**src/rtl/multiplier_unit_pkg.sv**
```systemverilog
// -----------------------------------------------------------------------------
// multiplier_unit_pkg
//   Shared pipeline definitions for the HI/LO multiply unit.
//   - WIDTH_DEFAULT : default operand width (HI and LO are each this wide)
//   - mult_state_e  : sequencing states of the iterative multiplier
// -----------------------------------------------------------------------------
package multiplier_unit_pkg;

   localparam int WIDTH_DEFAULT = 32;

   typedef enum logic [1:0] {
      IDLE   = 2'd0,   // waiting for start_mult
      CALC   = 2'd1,   // one shift-add step per cycle
      FINISH = 2'd2    // sign-correct and publish HI/LO
   } mult_state_e;

endpackage

```
**src/rtl/multiplier_unit.sv**
```systemverilog
// -----------------------------------------------------------------------------
// multiplier_unit
//   Iterative radix-2 shift-add multiplier producing the HI/LO pair for
//   MULT (signed) and MULTU (unsigned).
//   Signed operands are multiplied as magnitudes; the product is negated on
//   the final cycle when the operand signs differ.
//
//   Ports
//     clk        in   1      system clock, rising edge
//     reset      in   1      synchronous active-high reset
//     start_mult in   1      single-cycle request to begin a multiply
//     mult_sign  in   1      1 = MULT (signed), 0 = MULTU (unsigned)
//     mult_a     in   WIDTH  rs operand, sampled with start_mult
//     mult_b     in   WIDTH  rt operand, sampled with start_mult
//     hi         out  WIDTH  upper half of the product (MFHI source)
//     lo         out  WIDTH  lower half of the product (MFLO source)
//     mult_busy  out  1      operation in progress (stalls MFHI/MFLO)
//     mult_done  out  1      one-cycle pulse when new HI/LO become visible
// -----------------------------------------------------------------------------
module multiplier_unit
   import multiplier_unit_pkg::*;
#(
   parameter int WIDTH = WIDTH_DEFAULT
) (
   input  logic             clk,
   input  logic             reset,
   input  logic             start_mult,
   input  logic             mult_sign,
   input  logic [WIDTH-1:0] mult_a,
   input  logic [WIDTH-1:0] mult_b,
   output logic [WIDTH-1:0] hi,
   output logic [WIDTH-1:0] lo,
   output logic             mult_busy,
   output logic             mult_done
);

   localparam int CNT_W = $clog2(WIDTH);
   localparam logic [CNT_W-1:0] LAST_STEP = CNT_W'(WIDTH - 1);

   mult_state_e        state;
   logic [CNT_W-1:0]   step_cnt;

   logic [2*WIDTH-1:0] acc;       // running partial-product sum
   logic [2*WIDTH-1:0] mcand;     // multiplicand, shifted left each step
   logic [WIDTH-1:0]   mplier;    // multiplier, shifted right each step
   logic               neg;       // final product must be negated

   logic [WIDTH-1:0]   mag_a;
   logic [WIDTH-1:0]   mag_b;
   logic [2*WIDTH-1:0] acc_next;

   // Magnitudes are unsigned WIDTH-bit values, so -2^(WIDTH-1) negates to
   // itself and reads correctly as +2^(WIDTH-1).
   assign mag_a = (mult_sign && mult_a[WIDTH-1]) ? -mult_a : mult_a;
   assign mag_b = (mult_sign && mult_b[WIDTH-1]) ? -mult_b : mult_b;

   always_comb begin
      // NOTE: default assignment first, so every path drives acc_next and no latch is inferred.
      acc_next = acc;
      if (mplier[0]) begin
         acc_next = acc + mcand;
      end
   end

   assign mult_busy = (state != IDLE);

   // Control and architectural state: cleared by reset.
   always_ff @(posedge clk) begin
      // NOTE: non-blocking assignments so every register samples pre-edge values.
      if (reset) begin
         state     <= IDLE;
         step_cnt  <= '0;
         hi        <= '0;
         lo        <= '0;
         mult_done <= 1'b0;
      end else begin
         mult_done <= 1'b0;
         case (state)
            IDLE: begin
               if (start_mult) begin
                  step_cnt <= '0;
                  state    <= CALC;
               end
            end
            CALC: begin
               step_cnt <= step_cnt + 1'b1;
               if (step_cnt == LAST_STEP) begin
                  state <= FINISH;
               end
            end
            FINISH: begin
               {hi, lo}  <= neg ? -acc : acc;
               mult_done <= 1'b1;
               state     <= IDLE;
            end
            default: state <= IDLE;
         endcase
      end
   end

   // Datapath working registers.
   // NOTE: intentionally not reset; they are always loaded on an accepted start before being used.
   always_ff @(posedge clk) begin
      if (state == IDLE && start_mult && !reset) begin
         mcand  <= {{WIDTH{1'b0}}, mag_a};
         mplier <= mag_b;
         neg    <= mult_sign & (mult_a[WIDTH-1] ^ mult_b[WIDTH-1]);
         acc    <= '0;
      end else if (state == CALC) begin
         acc    <= acc_next;
         mcand  <= mcand << 1;
         mplier <= mplier >> 1;
      end
   end

endmodule

```
**config.mk**
```make
export PLATFORM = sky130hd
export DESIGN_NAME = multiplier_unit
export DESIGN_NICKNAME = d
export VERILOG_FILES = /design/src/rtl/multiplier_unit_pkg.sv /design/src/rtl/multiplier_unit.sv
export SDC_FILE = /design/constraint.sdc
export NUM_CORES = 1
export LEC_CHECK = 0
export CORE_MARGIN = 5
export CORE_UTILIZATION = 37
export CTS_CLUSTER_SIZE = 30
export DETAILED_ROUTE_END_ITERATION = 10
export PLACE_DENSITY = 0.6
export SYNTH_ARGS = -nofsm -noshare
export SYNTH_HDL_FRONTEND = slang
export SYNTH_SLANG_ARGS = --single-unit
```
**constraint.sdc**
```tcl
create_clock -name clk -period 6.02 [get_ports clk]
set_input_delay 1.204 -clock clk [delete_from_list [all_inputs] [get_ports clk]]
set_output_delay 1.204 -clock clk [all_outputs]
set_load 0.01 [all_outputs]
```
# ---- Word level (Yosys, flattened, before mapping)
# Cells that the tools add are included.
dict set report classes {
  bitwise 2
  n_reduce_logical 12
  n_eq_ne 5
  n_mux 13
  addsub 5
}
# operator n
set ops {}
lappend ops {{32-bit two-way mux} 6}
lappend ops {{64-bit adder} 1}
lappend ops {{64-bit two-way mux} 1}
lappend ops {{32-bit negation} 2}
lappend ops {{64-bit negation} 1}
lappend ops {{5-bit one-hot mux with 2 select lines} 1}
lappend ops {{2-bit AND reduction} 3}
lappend ops {{2-bit nonzero test} 3}
lappend ops {{5-bit by 1-bit adder with 5-bit output, second input constant} 1}
lappend ops {{5-bit == test, second input constant} 1}
lappend ops {{5-bit two-way mux} 1}
lappend ops {{1-bit logical AND} 4}
lappend ops {{2-bit two-way mux} 2}
lappend ops {{2-bit inequality test, second input constant} 2}
lappend ops {{2-bit one-hot mux with 2 select lines} 1}
lappend ops {{2-bit by 1-bit == test with 1-bit output, second input constant} 1}
lappend ops {{2-bit == test, second input constant} 1}
lappend ops {{2-bit zero test} 1}
lappend ops {{1-bit bitwise AND} 1}
lappend ops {{1-bit zero test} 1}
lappend ops {{1-bit two-way mux} 1}
lappend ops {{1-bit bitwise XOR} 1}
dict set report word_totals {
  ff_bits 233
  input_bits 68
  wordCells 47
  output_inout_bits 66
}

# ---- Logic depth before layout (Yosys ltp)
dict set report logic_depth {
  depth_word 4
  ltp_mapped 13
  depth_no_buf 13
}

# ---- Least setup slack after synthesis
# Ideal clock, no wire load.
dict set report synth_timing {
  path_type {input to register}
  startpoint {input port reset}
  endpoint {register mcand[0], enable pin}
  required_ns 5.596
  setup_ns 0.424
  t_arrival_ns 3.764
  path_buffers 4
  setup_slack_ns 1.832
  path_stages 6
  path_cell_list {clkbuf_1 or3b_2 clkbuf_1 clkbuf_1 clkbuf_1 nand2_1}
}
dict set report synth_between {
  elab_chain_cells 3
}
# element line_no
set synth_rtl {}
lappend synth_rtl {{start, declared} multiplier_unit.sv:26} ;# input logic reset,
lappend synth_rtl {{1-bit zero test} multiplier_unit.sv:104} ;# if (state == IDLE && start_mult && !reset) begin
lappend synth_rtl {{1-bit logical AND} multiplier_unit.sv:104}
lappend synth_rtl {{2-bit nonzero test (no line)} n/a}
lappend synth_rtl {{end signal, assigned} multiplier_unit.sv:105} ;# mcand <= {{WIDTH{1'b0}}, mag_a};
lappend synth_rtl {{end signal, assigned} multiplier_unit.sv:111} ;# mcand <= mcand << 1;
lappend synth_rtl {{end, declared} multiplier_unit.sv:44} ;# logic [2*WIDTH-1:0] mcand;
# Every way passes these cells.
# A chain may end at the register's enable or synchronous reset.

# ---- Worst setup path in the final report
dict set report layout_timing {
  startpoint {register mcand[0]}
  endpoint {register acc[60]}
}
dict set report layout_between {
  elab_chain_cells 1
}
# element line_no
set layout_rtl {}
lappend layout_rtl {{64-bit adder} multiplier_unit.sv:61} ;# acc_next = acc + mcand;
lappend layout_rtl {{end signal, assigned} multiplier_unit.sv:110} ;# acc <= acc_next;
lappend layout_rtl {{end, declared} multiplier_unit.sv:43} ;# logic [2*WIDTH-1:0] acc;
# Every way passes these cells.

==> impl_metrics.yaml <==
worst_hold_path:
  holdPathStages: 2
  hold_class: "register to register"
timing:
  rsz0062_at_grt: "false"
  slew_headroom_pct: 30.3
  skew_ns: 0.0261
  final_max_slew_viol_count: 0
  max_freq_ghz: 0.261
  min_period_ns: 3.84
  period_share_pct: 63.7
  setup_violations: 0
  hold_viol: 0
  tightest_slew_ns: 1.04
  finalSetupTns_ns: 0
grt:
  gr-total-overflow: 0
  grtUsageMet1_pct: 27.3
  grt_max_degree: 121
  use_met2_pct: 25.9
  grt_pass1_vias: 12200
  grt_use_met3_pct: 3.09
  grt_first_pass_wirelength_mm: 65.7
  grt.busiest_layer: "met1"
  track_usage_pct: 17.7
  antenna_found_initial: 3
synth:
  yosysSeqAreaShare_pct: 36.1
  syn_area_per_cell_sq_um: 7.89
  synth-compound-area-share_pct: 23.2
  ys_ff_latch: 233
  synth.area.mux_share_pct: 0.357
  ys_async_sr_fraction_pct: 0
  yosys-top-cells-count: "nand2_1 (359), a21oi_1 (216), dfxtp_1 (168), o21ai_0 (146), nor2_1 (126)"
  netlist_area_sq_um: 14700
  yosysWarnings: 0
  netlist_instances: 1863
  synth_edf_count: 65
  yosysMostFrequentCell: "nand2_1"
  synth_top_area_share_pct: 22.9
  synth_xor_area_share_pct: 9.89
  yosys.area.top_type: "dfxtp_1"
  synth.distinct_cells: 65
  syn-num-nets: 2000
  synth_flop_cell: "dfxtp_1"
  yosys.area_share.simple_pct: 20.9
  synth_top_family_by_area: "compound AO/OA/AOI/OAI gates"
  synthAdderAreaFrac_pct: 5.92
  synthTopCellsByArea: "dfxtp_1 (23%), edfxtp_1 (13%), nand2_1 (9.2%), a21oi_1 (7.4%), ha_1 (5.8%)"
clocking:
  h-tree-depth: 1
  clockBufferDepth: 3
  cts_tree: "done"
  cts_resized: 0
  cts_made_buffers: 27
  insertion_delay_ns: 0.55
  holdBufCountCts: 0
  ctsRootBufferMaster: "clkbuf_16"
  postCtsSetupBuffers: 0
  clkTransAtPathRegs_ns: 0.06
  clock_sinks: 233
route:
  drtPass1Iterations: 5
  vias: 13200
  ant_nets: 0
  dr.first_iter.drc_count: 826
  drc: 0
  viasPerCell: 5.32
  drt_wl_total_mm: 40.4
  avgRoutedWirePerCell_um: 16.3
worst_setup_path:
  crit_chain: "ha_1, fa_1, a21o_1, a211oi_1, o21ai_0, a31oi_1, a211o_1, o21bai_1, a2111oi_0, nor3_1, a211oi_1, xor2_1, o21ai_0"
  cpMaxStageDelayCell: "a2111oi_0"
  path_delay_family: "compound AO/OA/AOI/OAI gates"
  crit_required_ns: 6.43
  rr_worst_depth: 13
  path_buf_inv: 0
  slowest_delay_ns: 0.57
  end_kind: "register"
  worstPathArrival_ns: 4.24
  crit_fanout: 3
  startpoint_type: "register"
  worst-path-stages: 13
  path_class: "register to register"
power:
  power_density_nw_per_um2: 332
  sw_frac_of_total_pct: 37.6
  vdd_drop_max_uv: 176
  p_clk_share_pct: 28.1
  p_total_w: 0.00572
  p_seq_share_pct: 36.8
  pwr-share-comb_pct: 35.0
  cellLeakagePower_nw: 6.71
  power.net_switching_w: 0.00215
  p_int_w: 0.00357
placement:
  place_congestion: 0.874
  hpwl_mm: 30.6
  portBuffers: 133
layout:
  diodes: 0
  drive_above_1_share_pct: 4.52
  fin_nets: 2065
  area_growth_pct: 17.4
  nFillCells: 3937
die:
  ios: 134
  rows: 73
  fp.dieH_um: 209
  die_area_sq_um: 43800
  core_sq_um: 39500
  die_w_um: 209
  initial_core_util_pct: 37.2
flow_run:
  maxCapViolCount: 0
outcome:
  status: "finished, final reports clean"
## final cells by class
type	count	area (sq um)	share of cell area [%]
flip-flops and latches	233	5320	30.8
inverters	31	116	0.674
repair buffers	145	1420	8.20
clock buffers	37	810	4.69
well taps	525	657	3.80
clock inverters	11	66.3	0.384
multi-input cells	1490	8880	51.5
## power by group through the flow
stage / registers [W] / logic [W] / clock network [W]
floorplan: 0.00202 / 0.00153 / 0
global placement: 0.00213 / 0.00197 / 0
detailed placement: 0.00214 / 0.00198 / 0
CTS: 0.00210 / 0.00199 / 0.00166
global route: 0.00214 / 0.00226 / 0.00172
finish: 0.00211 / 0.00200 / 0.00161
## layer usage
layer / part of all wire [%] / up-vias / routed length, um
met5: 0.082 / - / 33
met4: 1.9 / 6 / 762
met3: 6.4 / 57 / 2600
met2: 41 / 303 / 16500
met1: 51 / 5993 / 20400
li1: - / 6793 / -
## sequential cells by signal, indices dropped and copies added, names as in the netlist
register / count
hi: 32
mplier: 32
mult_done: 1
acc: 64
state: 2
mcand: 64
neg: 1
lo: 32
step_cnt: 5
## stage by stage
stage | setup slack (ns) | util (%) | instances | cell area (sq um) | hold slack (ns)
after floorplan | 1.83 | - | 1863 | 14700 | 0.449
after global placement | 1.69 | 41.4 | 2424 | 16400 | 0.439
after detailed placement | 1.70 | 41.4 | 2424 | 16400 | 0.446
after CTS | 2.15 | 43.7 | 2472 | 17300 | 0.453
after global routing | 1.90 | 43.7 | 2472 | 17300 | 0.465
final | 2.18 | 43.7 | 2472 | 17300 | 0.448
## path summary, 6_finish.rpt
check	to	slack, ns	start
worst max-delay path	acc[60]	2.18	mcand[0]
worst max register to register	acc[60]	2.18	mcand[0]
worst min register to register	hi[17]	0.45	hi[17]
worst min-delay path	hi[17]	0.45	hi[17]
## placed cells by master, fill, tap and decap left out, types with 31 or more instances in the layout
cell	netlist	final
o21ai_0	146	146
a211oi_1	49	49
clkdlybuf4s50_1	0	132
nor2_1	126	126
edfxtp_1	65	65
xnor2_1	78	78
a21oi_1	216	216
nor3_1	31	31
a21o_1	47	47
xor2_1	88	88
dfxtp_1	168	168
nand2_1	359	357
ha_1	68	68
## worst register-to-register path, stage by stage, from the launching register on
cell and delay (ns):
edfxtp_1 0.40, ha_1 0.23, fa_1 0.41, a21o_1 0.21, a211oi_1 0.40, o21ai_0 0.21, a31oi_1 0.32, a211o_1 0.22
o21bai_1 0.13, a2111oi_0 0.57, nor3_1 0.12, a211oi_1 0.28, xor2_1 0.16, o21ai_0 0.08
## cells by family (layout without fill, tap and decap cells)
family                   after synthesis  in the layout
XOR/XNOR                             166            166
flip-flops                           233            233
adder cells (fa/ha/maj)               69             69
AO/OA/AOI/OAI                        570            570
multiplexers                           5              5
buffers and inverters                140            224
AND/OR/NAND/NOR                      680            680
No activity file was read; power rests on OpenSTA's default activity.
